$ cat src/rtl/dmux_stream.sv
`default_nettype none
// ============================================================================
// Module      : dmux_stream
// Description : Registered 1-to-NUM_CH valid/ready stream demultiplexer.
//               A single holding register routes each word to the channel
//               named by in_sel; out-of-range selects are dropped, flagged
//               and counted alongside delivered words.
// Revision    : 1.0 - initial release
// ============================================================================
module dmux_stream #(
    parameter int WIDTH  = 16,
    parameter int NUM_CH = 4,
    parameter int SEL_W  = 2,
    parameter int CNT_W  = 16
) (
    input  logic              clk,
    input  logic              reset,
    input  logic              in_valid,
    output logic              in_ready,
    input  logic [WIDTH-1:0]  in_data,
    input  logic [SEL_W-1:0]  in_sel,
    output logic [NUM_CH-1:0] out_valid,
    input  logic [NUM_CH-1:0] out_ready,
    output logic [WIDTH-1:0]  out_data,
    output logic              sel_err,
    output logic [CNT_W-1:0]  xfer_count,
    output logic [CNT_W-1:0]  drop_count,
    input  logic              clear
);

    logic              held;
    logic [SEL_W-1:0]  held_sel;
    logic [NUM_CH-1:0] sel_onehot;
    logic              drain;
    logic              accept;
    logic              sel_good;
    logic              good_acc;
    logic              bad_acc;

    // One-hot decode of the held channel; only ever one bit can match.
    for (genvar k = 0; k < NUM_CH; k++) begin : g_onehot
        assign sel_onehot[k] = (held_sel == SEL_W'(k));
    end

    // Only the selected sink's ready can drain the word; others are ignored.
    assign drain     = held && |(sel_onehot & out_ready);
    assign out_valid = held ? sel_onehot : '0;
    assign in_ready  = !held || drain;
    assign accept    = in_valid && in_ready;
    assign sel_good  = (32'(in_sel) < 32'(NUM_CH));
    assign good_acc  = accept && sel_good;
    assign bad_acc   = accept && !sel_good;

    // Holding register: a good accept refills (even while draining, no bubble);
    // a drain without refill empties it; a bad accept leaves it alone.
    always_ff @(posedge clk or posedge reset) begin
        if (reset) begin
            held     <= 1'b0;
            held_sel <= '0;
            out_data <= '0;
        end else begin
            if (good_acc) begin
                held     <= 1'b1;
                held_sel <= in_sel;
                out_data <= in_data;
            end else if (drain) begin
                held     <= 1'b0;
            end
        end
    end

    // Delivered-word counter, saturating; clear has priority.
    always_ff @(posedge clk or posedge reset) begin
        if (reset) begin
            xfer_count <= '0;
        end else if (clear) begin
            xfer_count <= '0;
        end else if (drain && (xfer_count != {CNT_W{1'b1}})) begin
            xfer_count <= xfer_count + 1'b1;
        end
    end

    // Dropped-word counter, saturating; clear has priority.
    always_ff @(posedge clk or posedge reset) begin
        if (reset) begin
            drop_count <= '0;
        end else if (clear) begin
            drop_count <= '0;
        end else if (bad_acc && (drop_count != {CNT_W{1'b1}})) begin
            drop_count <= drop_count + 1'b1;
        end
    end

    // Sticky bad-select flag; clear has priority.
    always_ff @(posedge clk or posedge reset) begin
        if (reset) begin
            sel_err <= 1'b0;
        end else if (clear) begin
            sel_err <= 1'b0;
        end else if (bad_acc) begin
            sel_err <= 1'b1;
        end
    end

endmodule
`default_nettype wire

$ cat config.mk
export PLATFORM = sky130hd
export DESIGN_NAME = dmux_stream
export DESIGN_NICKNAME = d
export VERILOG_FILES = /design/src/rtl/dmux_stream.sv
export SDC_FILE = /design/constraint.sdc
export NUM_CORES = 1
export LEC_CHECK = 0
export CORE_ASPECT_RATIO = 0.75
export CORE_MARGIN = 1.5
export CORE_UTILIZATION = 40
export CTS_BUF_LIST = sky130_fd_sc_hd__clkbuf_4
export DETAILED_ROUTE_END_ITERATION = 7
export PLACE_DENSITY_LB_ADDON = 0.2
export SYNTH_ARGS = -nofsm -noshare
export SYNTH_HDL_FRONTEND = slang
export SYNTH_SLANG_ARGS = --single-unit
$ cat constraint.sdc
create_clock -name clk -period 2.17 [get_ports clk]
set_input_delay 0.434 -clock clk [delete_from_list [all_inputs] [get_ports clk]]
set_output_delay 0.434 -clock clk [all_outputs]
set_load 0.05 [all_outputs]
# Word level (Yosys, flattened, before mapping)
# Index checks and enable logic that the tools add are counted.
[totals]
regBits = 35
in_bits = 26
output_inout_bits = 54
elab_cells = 24
[op_classes]
add_sub_neg = 1
n_eq_ne = 4
n_mux = 5
n_bitwise = 1
reduce_logical = 9
[op_table]
columns = ["cell", "count"]
rows = [
  ["$mux 16", 2],
  ["$add 16x1->16 const B", 1],
  ["$ne 16x16->1 const B", 1],
  ["$and 4x4->4", 1],
  ["$eq 2x2->1 const B", 2],
  ["$mux 4", 1],
  ["$reduce_bool 2->1", 2],
  ["$reduce_or 4->1", 1],
  ["$logic_and 1x1->1", 3],
  ["$eq 2x1->1 const B", 1],
  ["$logic_not 2->1", 1],
  ["$mux 1", 2],
  ["$logic_not 1->1", 1],
  ["$logic_or 1x1->1", 1],
]

# Logic depth before layout (Yosys ltp)
# Gate-level depths: netlist of run 1.
[depth]
ltp_word = 7
ltp_mapped = 7
mapped_depth_nobuf = 6

# Worst setup path before layout of run 1
# OpenSTA, ideal clock, no wires.
[synth_timing]
path_type = "register -> register"
startpoint = "register xfer_count[0]"
endpoint = "register xfer_count[15]"
setup_ns = 0.128
arrival_time_ns = 2.086
t_required_ns = 2.042
setup_slack_ns = -0.043
stages_incl_launch_ff = 7
n_path_buf = 0
period_less_slack_ns = 2.213
path_cell_list = "dfrtp_1 > ha_1 > nand3_2 > nor4_4 > a211oi_2 > nand4_1 > mux2_1"
[synth_between]
elab_chain_len = 3
word_cells_on_any_way = 6
classes_between = "add/sub: 1; eq/ne: 1; mux: 2; reduce/logical: 2"
[synth_lines]
columns = ["element", "line_no", "source"]
rows = [
  ["from (decl)", "26", "output logic [CNT_W-1:0] xfer_count,"],
  ["from (signal assigned)", "79", "xfer_count <= xfer_count + 1'b1;"],
  ["$add 16x1->16 / $ne 16x16->1 (equally long branches)", "79, 78", ""],
  ["$mux 16 / $logic_and 1x1->1 (equally long branches)", "78", "end else if (drain && (xfer_count != {CNT_W{1'b1}})) begin"],
  ["$mux 16 / $reduce_bool 2->1 (equally long branches)", "-", ""],
]
# Parallel ways exist; a longest one is shown, timed or not. The select of a mux whose other input is x is not followed.
# A chain may end at the register's enable or synchronous reset.

# Final worst setup path of run 1
[layout_timing]
startpoint = "register xfer_count[2]"
endpoint = "output port xfer_count[2]"
# No word-level cell between the ends.

==> results of run 1 <==
==> where the power goes <==
group / switching [mW] / total, mW / internal, mW
clock: 0.237 / 0.483 / 0.246
combinational: 0.959 / 1.48 / 0.522
sequential: 0.109 / 0.922 / 0.813
total: 1.30 / 2.89 / 1.58
==> final cells by class <==
type	instances	area share
sequential	35	0.335
multi-input combinational	120	0.342
timing repair buffer	69	0.257
tap	57	0.0272
clock buffer	5	0.0143
clock inverter	3	0.0177
inverter	4	0.00573
==> layer usage <==
metal | vias to the layer above | global-route usage
met1 | 623 | 0.204
met3 | 2 | 0.0672
met4 | 0 | 0.0375
li1 | 680 | -
met2 | 50 | 0.231
met5 | - | 0
==> Yosys cell counts <==
| master | number | share of area |
|---|---|---|
| nand2_4 | 1 | 0.0059 |
| buf_1 | 1 | 0.0020 |
| and4_2 | 1 | 0.0053 |
| ha_1 | 1 | 0.0066 |
| nor2b_1 | 2 | 0.0066 |
| nand4_1 | 3 | 0.0099 |
| o22a_1 | 1 | 0.0046 |
| buf_2 | 1 | 0.0026 |
| conb_1 | 1 | 0.0020 |
| xnor2_1 | 12 | 0.055 |
| buf_4 | 19 | 0.075 |
| or2_1 | 1 | 0.0033 |
| clkbuf_1 | 2 | 0.0040 |
| nand2_2 | 2 | 0.0066 |
| mux2_1 | 12 | 0.071 |
| nand2b_1 | 2 | 0.0066 |
| nand3_1 | 6 | 0.016 |
| and3_2 | 1 | 0.0040 |
| mux2_2 | 9 | 0.053 |
| o21ba_2 | 1 | 0.0053 |
| a21oi_1 | 1 | 0.0026 |
| and3_1 | 4 | 0.013 |
| a211oi_2 | 2 | 0.013 |
| a2111oi_4 | 1 | 0.015 |
| a211oi_1 | 7 | 0.028 |
| and2_1 | 1 | 0.0033 |
| nand2_1 | 3 | 0.0059 |
| nor4_4 | 1 | 0.011 |
| nand3_2 | 1 | 0.0053 |
| buf_6 | 1 | 0.0059 |
| or4_4 | 1 | 0.0059 |
| dfrtp_1 | 35 | 0.46 |
| mux2i_1 | 3 | 0.016 |
| nor2_1 | 20 | 0.040 |
| a2111oi_2 | 2 | 0.016 |
| a21oi_2 | 1 | 0.0046 |
| inv_1 | 4 | 0.0079 |
==> kinds of logic (layout without fill, tap and decap cells) <==
logic type / Yosys count / in the layout / synth area share
AO/OA/AOI/OAI: 16 / 16 / 0.0883
buffers and inverters: 28 / 81 / 0.0976
flip-flops: 35 / 35 / 0.461
AND/OR/NAND/NOR: 50 / 50 / 0.148
other: 1 / 17 / 0.00198
multiplexers: 24 / 24 / 0.140
XOR/XNOR: 12 / 12 / 0.0554
adder cells (fa/ha/maj): 1 / 1 / 0.00659
==> sequential cells by signal, indices dropped and copies added, names as in the netlist <==
register and cells:
out_data 16, xfer_count 16, held_sel 2, held 1
==> final timing paths <==
| kind | endpoint | slack (ns) |
|---|---|---|
| worst max-delay path | xfer_count[2] | 0.07 |
| worst min-delay path | out_data[0] | 0.23 |
| worst max register to register | xfer_count[14] | 0.16 |
| worst min register to register | out_data[5] | 0.50 |
| max in group asynchronous | xfer_count[1] | 1.34 |
| min in group clk | out_data[5] | 0.50 |
==> summary.md, run 1 <==
| Metric | Value |
|---|---|
| Status | `complete, no violations` |
| Row count | `21` |
| Area grow syn2layout | `38.0%` |
| Final hold violations | `0` |
| Critical path depth in cells | `1` |
| Fill count | `408` |
| Cts bufs inserted | `5` |
| First-pass GRT wire length | `a little over 6000 microns` |
| Fmax | `0.476 GHz` |
| Setup ws final | `0.0708 ns` |
| N_diodes | `0` |
| CTS H-tree depth | `2` |
| CTS max path bufs | `2` |
| Initial Util | `0.420` |
| DP Area | `between 2000 and 3000 sq um` |
| Leakage | `1.09 nW` |
| Setup Viol. Count Final | `0` |
| Gr usage total | `0.154` |
| First DRT Iteration DRCs | `between 60 and 70` |
| HP Class | `input port to asynchronous set/reset pin` |
| Synth cell types | `37` |
| Worst skew pair latency | `approximately 0.34 ns` |
| DIE AREA | `5170 sq um` |
| WL met3 | `295 microns` |
| Met2 WL | `1570 microns` |
| HPWL Detailed | `2730 microns` |
| Worst-path cell chain | `clkdlybuf4s50_1` |
| Peak supply drop | `706 uV` |
| Max layer used | `met4` |
| Largest net degree at the start of global routing | `35` |
| Die W | `82.5 microns` |
| Drt first pass iters | `4` |
| Total power | `2.89 mW` |
| Drt total wl | `3570 microns` |
| IO buf count | `62` |
| # DRC | `0` |
| Crit end category | `output pin` |
| Fin crit share | `0.967` |
| Vias/cell | `4.62` |
| Crit. Startpoint | `xfer_count[2]` |
| Commonest non-fill, non-tap cell in the layout | `clkdlybuf4s50_1` |
| Remaining global-route overflow | `0` |
| RSZ-0062 raised after global routing | `no` |
| Num ports | `80` |
| Placeable Area | `4520 sq um` |
| Commonest cells after routing, fill and taps aside | `clkdlybuf4s50_1 (57), dfrtp_1 (33), nor2_1 (20)` |
| Post-Syn Area per Cell | `11.4 sq um` |
| Crit Path Category | `flop to output pin` |
| # hold bufs at CTS | `0` |
| Cells after Synth | `167` |
| Placed Cells | `285` |
| Post-CTS Resized | `1` |
| CP max FO | `6` |
| Fin. max-slew vios | `0` |
| Gpl congestion | `approximately 0.74` |
| Buf+Inv Stages, Crit Path | `1` |
| Final Util | `0.580` |
| Kind of cell adding the most delay to the critical path | `buffers and inverters` |
| Crit-path max cell delay | `between 0.8 and 0.9 ns` |
| Power Density | `between 1000 and 1500 nW/um^2` |
| Antenna violations before repair | `0` |
| Max_slew headroom | `0.651` |
| Worst hold margin | `0.225 ns` |
| Final-stage net count | `262` |
| Arrival time worst endpoint | `1.67 ns` |
| CP required | `1.74 ns` |
| Finished Cell Area | `2620 sq um` |
| Vias | `1355` |
| Final Critical Period | `2.10 ns` |
| Met1 WL | `1680 microns` |
| R2r startpoint | `xfer_count[0]` |
| CTS Sinks | `35` |
| Clock-pin transition on the worst setup and hold timing paths | `0.13 ns` |
| Startpoint Class | `flop` |
| Register area share after synthesis | `0.461` |
| Layout cells sized above 1 | `0.191` |
| Fin Setup TNS | `0 ns` |
| Final Skew | `between 0.015 and 0.02 ns` |
| Setup bufs post-CTS | `0` |
| CTS tree | `built` |
| Flop and latch count out of synthesis | `35` |
| Worst-Margin Slew | `between 0.5 and 0.6 ns` |
| Area of the multi-input gates | `between 800 and 900 sq um` |
| FF+latch area | `878 sq um` |
| Yosys warns | `0` |
| R2R depth | `7` |
| ANT nets after route | `0` |
| Root Buffer | `clkbuf_4` |
| Pre-CTS WS | `about 0.016 ns` |
| Wire per inst | `12.2 microns` |
| Number of global-route vias before repair | `1387` |
| Die Y | `62.7 microns` |
| Slowest CP cell | `clkdlybuf4s50_1` |
| Post-Synthesis Cell Area | `between 1500 and 2000 sq um` |
| Max Cap Viol | `0` |
| Final non-filler cell total | `293` |
No activity file was read; power rests on OpenSTA's default activity.
==> inputs of run 2 (changes only) <==
--- a/config.mk
+++ b/config.mk
@@ -11,6 +11,7 @@
 export CTS_BUF_LIST = sky130_fd_sc_hd__clkbuf_4
 export DETAILED_ROUTE_END_ITERATION = 7
 export PLACE_DENSITY_LB_ADDON = 0.2
+export SKIP_LAST_GASP = 1
 export SYNTH_ARGS = -nofsm -noshare
 export SYNTH_HDL_FRONTEND = slang
 export SYNTH_SLANG_ARGS = --single-unit
==> constraint.sdc (replaced) <==
create_clock -name clk -period 2.63 [get_ports clk]
set_input_delay 0.526 -clock clk [delete_from_list [all_inputs] [get_ports clk]]
set_output_delay 0.526 -clock clk [all_outputs]
set_load 0.05 [all_outputs]
==> run 2 against run 1 <==
Against the previous run: core utilization shrank 0.94 points; clock-buffer cell count is the same; first-iteration DRC count grew 23%; highest routed layer unchanged; non-clock buffer count shrank 3; flip-flop and latch count is the same; sequential share of layout area grew 0.46 points; worst setup slack gained 0.14 ns; critical path depth grew 2; final area shrank 1.6%; sequential power shrank 18%.
==> summary.md, run 2 (synthesis results as in run 1) <==
| Metric | Value |
|---|---|
| Gpl congestion | `0.705 (-4.8%)` |
| Final-stage net count | `259 (-1.1%)` |
| Crit-path max cell delay | `0.82 ns (-0.03 ns)` |
| Worst-Margin Slew | `0.623 ns (+0.101 ns)` |
| CTS tree | `built` |
| Area grow syn2layout | `35.8%` |
| CP max FO | `4 (-2)` |
| First DRT Iteration DRCs | `76 (+23%)` |
| Commonest cells after routing, fill and taps aside | `clkdlybuf4s50_1 (61), dfrtp_1 (35), nor2_1 (20)` |
| Kind of cell adding the most delay to the critical path | `buffers and inverters` |
| Die Y | `62.7 microns (unchanged)` |
| Finished Cell Area | `2580 sq um (-1.6%)` |
| Number of global-route vias before repair | `1345 (-3.0%)` |
| # DRC | `0 (unchanged)` |
| Setup Viol. Count Final | `0 (unchanged)` |
| N_diodes | `0 (unchanged)` |
| Remaining global-route overflow | `0 (unchanged)` |
| Status | `complete, no violations` |
| Drt total wl | `3680 microns (+3.1%)` |
| CTS Sinks | `35 (unchanged)` |
| Cts bufs inserted | `5 (unchanged)` |
| Die W | `82.5 microns (unchanged)` |
| Hold Path End | `out_data[10]` |
| HPWL Detailed | `2700 microns (-0.84%)` |
| HP Class | `flop to flop` |
| Crit end category | `output pin` |
| Max_slew headroom | `0.585 (-0.0659)` |
| Gr usage total | `0.163 (+0.00911)` |
| R2R depth | `6 (-1)` |
| Placeable Area | `4520 sq um (unchanged)` |
| Fin crit share | `0.920` |
| Num ports | `80 (unchanged)` |
| Root Buffer | `clkbuf_4` |
| Final Critical Period | `2.42 ns` |
| Layout cells sized above 1 | `0.155 (-0.0362)` |
| # hold bufs at CTS | `0 (unchanged)` |
| Peak supply drop | `568 uV (-19%)` |
| CP required | `2.10 ns (+0.36 ns)` |
| R2r endpoint | `xfer_count[15]` |
| Fin Setup TNS | `0 ns (unchanged)` |
| Startpoint Class | `flop` |
| Commonest non-fill, non-tap cell in the layout | `clkdlybuf4s50_1` |
| Vias | `1368 (+0.96%)` |
| Power Density | `889 nW/um^2 (-19%)` |
| Wire per inst | `12.7 microns (+4.2%)` |
| Leakage | `1.05 nW (-3.2%)` |
| Buf+Inv Stages, Crit Path | `1 (unchanged)` |
| CTS max path bufs | `2 (unchanged)` |
| Final hold violations | `0 (unchanged)` |
| Worst hold path depth | `1` |
| Row count | `21 (unchanged)` |
| Top Registers | `out_data: 16 flops, xfer_count: 16 flops, held_sel: 2 flops` |
| ANT nets after route | `0 (unchanged)` |
| Setup bufs post-CTS | `0 (unchanged)` |
| Clock-pin transition on the worst setup and hold timing paths | `0.12 ns (about the same)` |
| Worst-path cell chain | `nand2b_1, nor2_1, clkdlybuf4s50_1` |
| Antenna violations before repair | `0 (unchanged)` |
| Largest net degree at the start of global routing | `36 (+2.9%)` |
| Post-CTS Resized | `0 (-1)` |
| First-pass GRT wire length | `6320 microns (+3.3%)` |
| DIE AREA | `5170 sq um (unchanged)` |
| Reg-to-reg slack, setup | `0.68 ns (+0.52 ns)` |
| Worst skew pair latency | `0.35 ns (about the same)` |
| Slowest CP cell | `clkdlybuf4s50_1` |
| IO buf count | `62 (unchanged)` |
| DP Area | `2520 sq um (-0.69%)` |
| Initial Util | `0.420 (unchanged)` |
| RSZ-0062 raised after global routing | `no` |
| Drt first pass iters | `4 (unchanged)` |
| Final Skew | `0.0122 ns (-0.00404 ns)` |
| Fmax | `just over 0.4 GHz` |
| R2r startpoint | `xfer_count[0]` |
| Crit Path Category | `flop to output pin` |
| Vias/cell | `4.72 (+2.0%)` |
| Max Cap Viol | `0 (unchanged)` |
| CTS H-tree depth | `2 (unchanged)` |
| Min-delay src | `out_data[10]` |
| Fin. max-slew vios | `0 (unchanged)` |
| Arrival time worst endpoint | `1.89 ns (+0.22 ns)` |
-- run 2: report_power, final --
part	switching, mW	total, mW	internal, mW	leakage, nW
Sequential	0.0868	0.755	0.668	0.443
Clock	0.198	0.301	0.103	0.0288
Combinational	0.795	1.24	0.440	0.582
Total	1.08	2.29	1.21	1.05
-- run 2: worst max path at each step --
stage | start | endpoint | slack (ns) | depth (start not counted)
5_1_grt | held_sel[0] | out_valid[0] | 0.09 | 3
3_5_place_dp | out_ready[0] | xfer_count[15] | 0.43 | 6
3_3_place_gp | out_ready[0] | xfer_count[14] | 0.45 | 6
6_report | held_sel[0] | out_valid[2] | 0.21 | 3
4_1_cts | held_sel[0] | out_valid[2] | 0.20 | 3
2_1_floorplan | xfer_count[0] | xfer_count[15] | 0.42 | 6
-- run 2: per-layer routing --
layer	GRT usage	share of wire	up-vias
met5	0	0	-
met4	0.0625	0.017	0
met3	0.0891	0.11	6
met2	0.214	0.42	56
met1	0.222	0.45	634
li1	-	-	672
-- run 2: worst reg2reg max path, stage by stage (launching register included) --
cell	delay, ns
dfrtp_1	0.44
ha_1	0.23
nand3_2	0.16
nor4_4	0.38
a211oi_2	0.16
nand4_1	0.15
mux2_1	0.32
-- run 2: through the flow --
stage	hold slack, ns	power (mW)	instances	worst slack, ns	utilization
after floorplan	0.525	1.63	183	0.417	-
after global placement	0.472	2.01	282	0.447	0.558
after detailed placement	0.481	2.01	282	0.425	0.558
after CTS	0.507	2.32	290	0.203	0.570
after global routing	0.523	2.43	290	0.0941	0.570
final	0.498	2.29	290	0.211	0.570
-- run 2: layout make-up --
class                      count  area (sq um)
timing repair buffer          66           661
inverter                       4          15.0
clock inverter                 3          20.0
fill                         421          1940
tap                           57          71.3
multi-input combinational    120           897
sequential                    35           876
clock buffer                   5          37.5
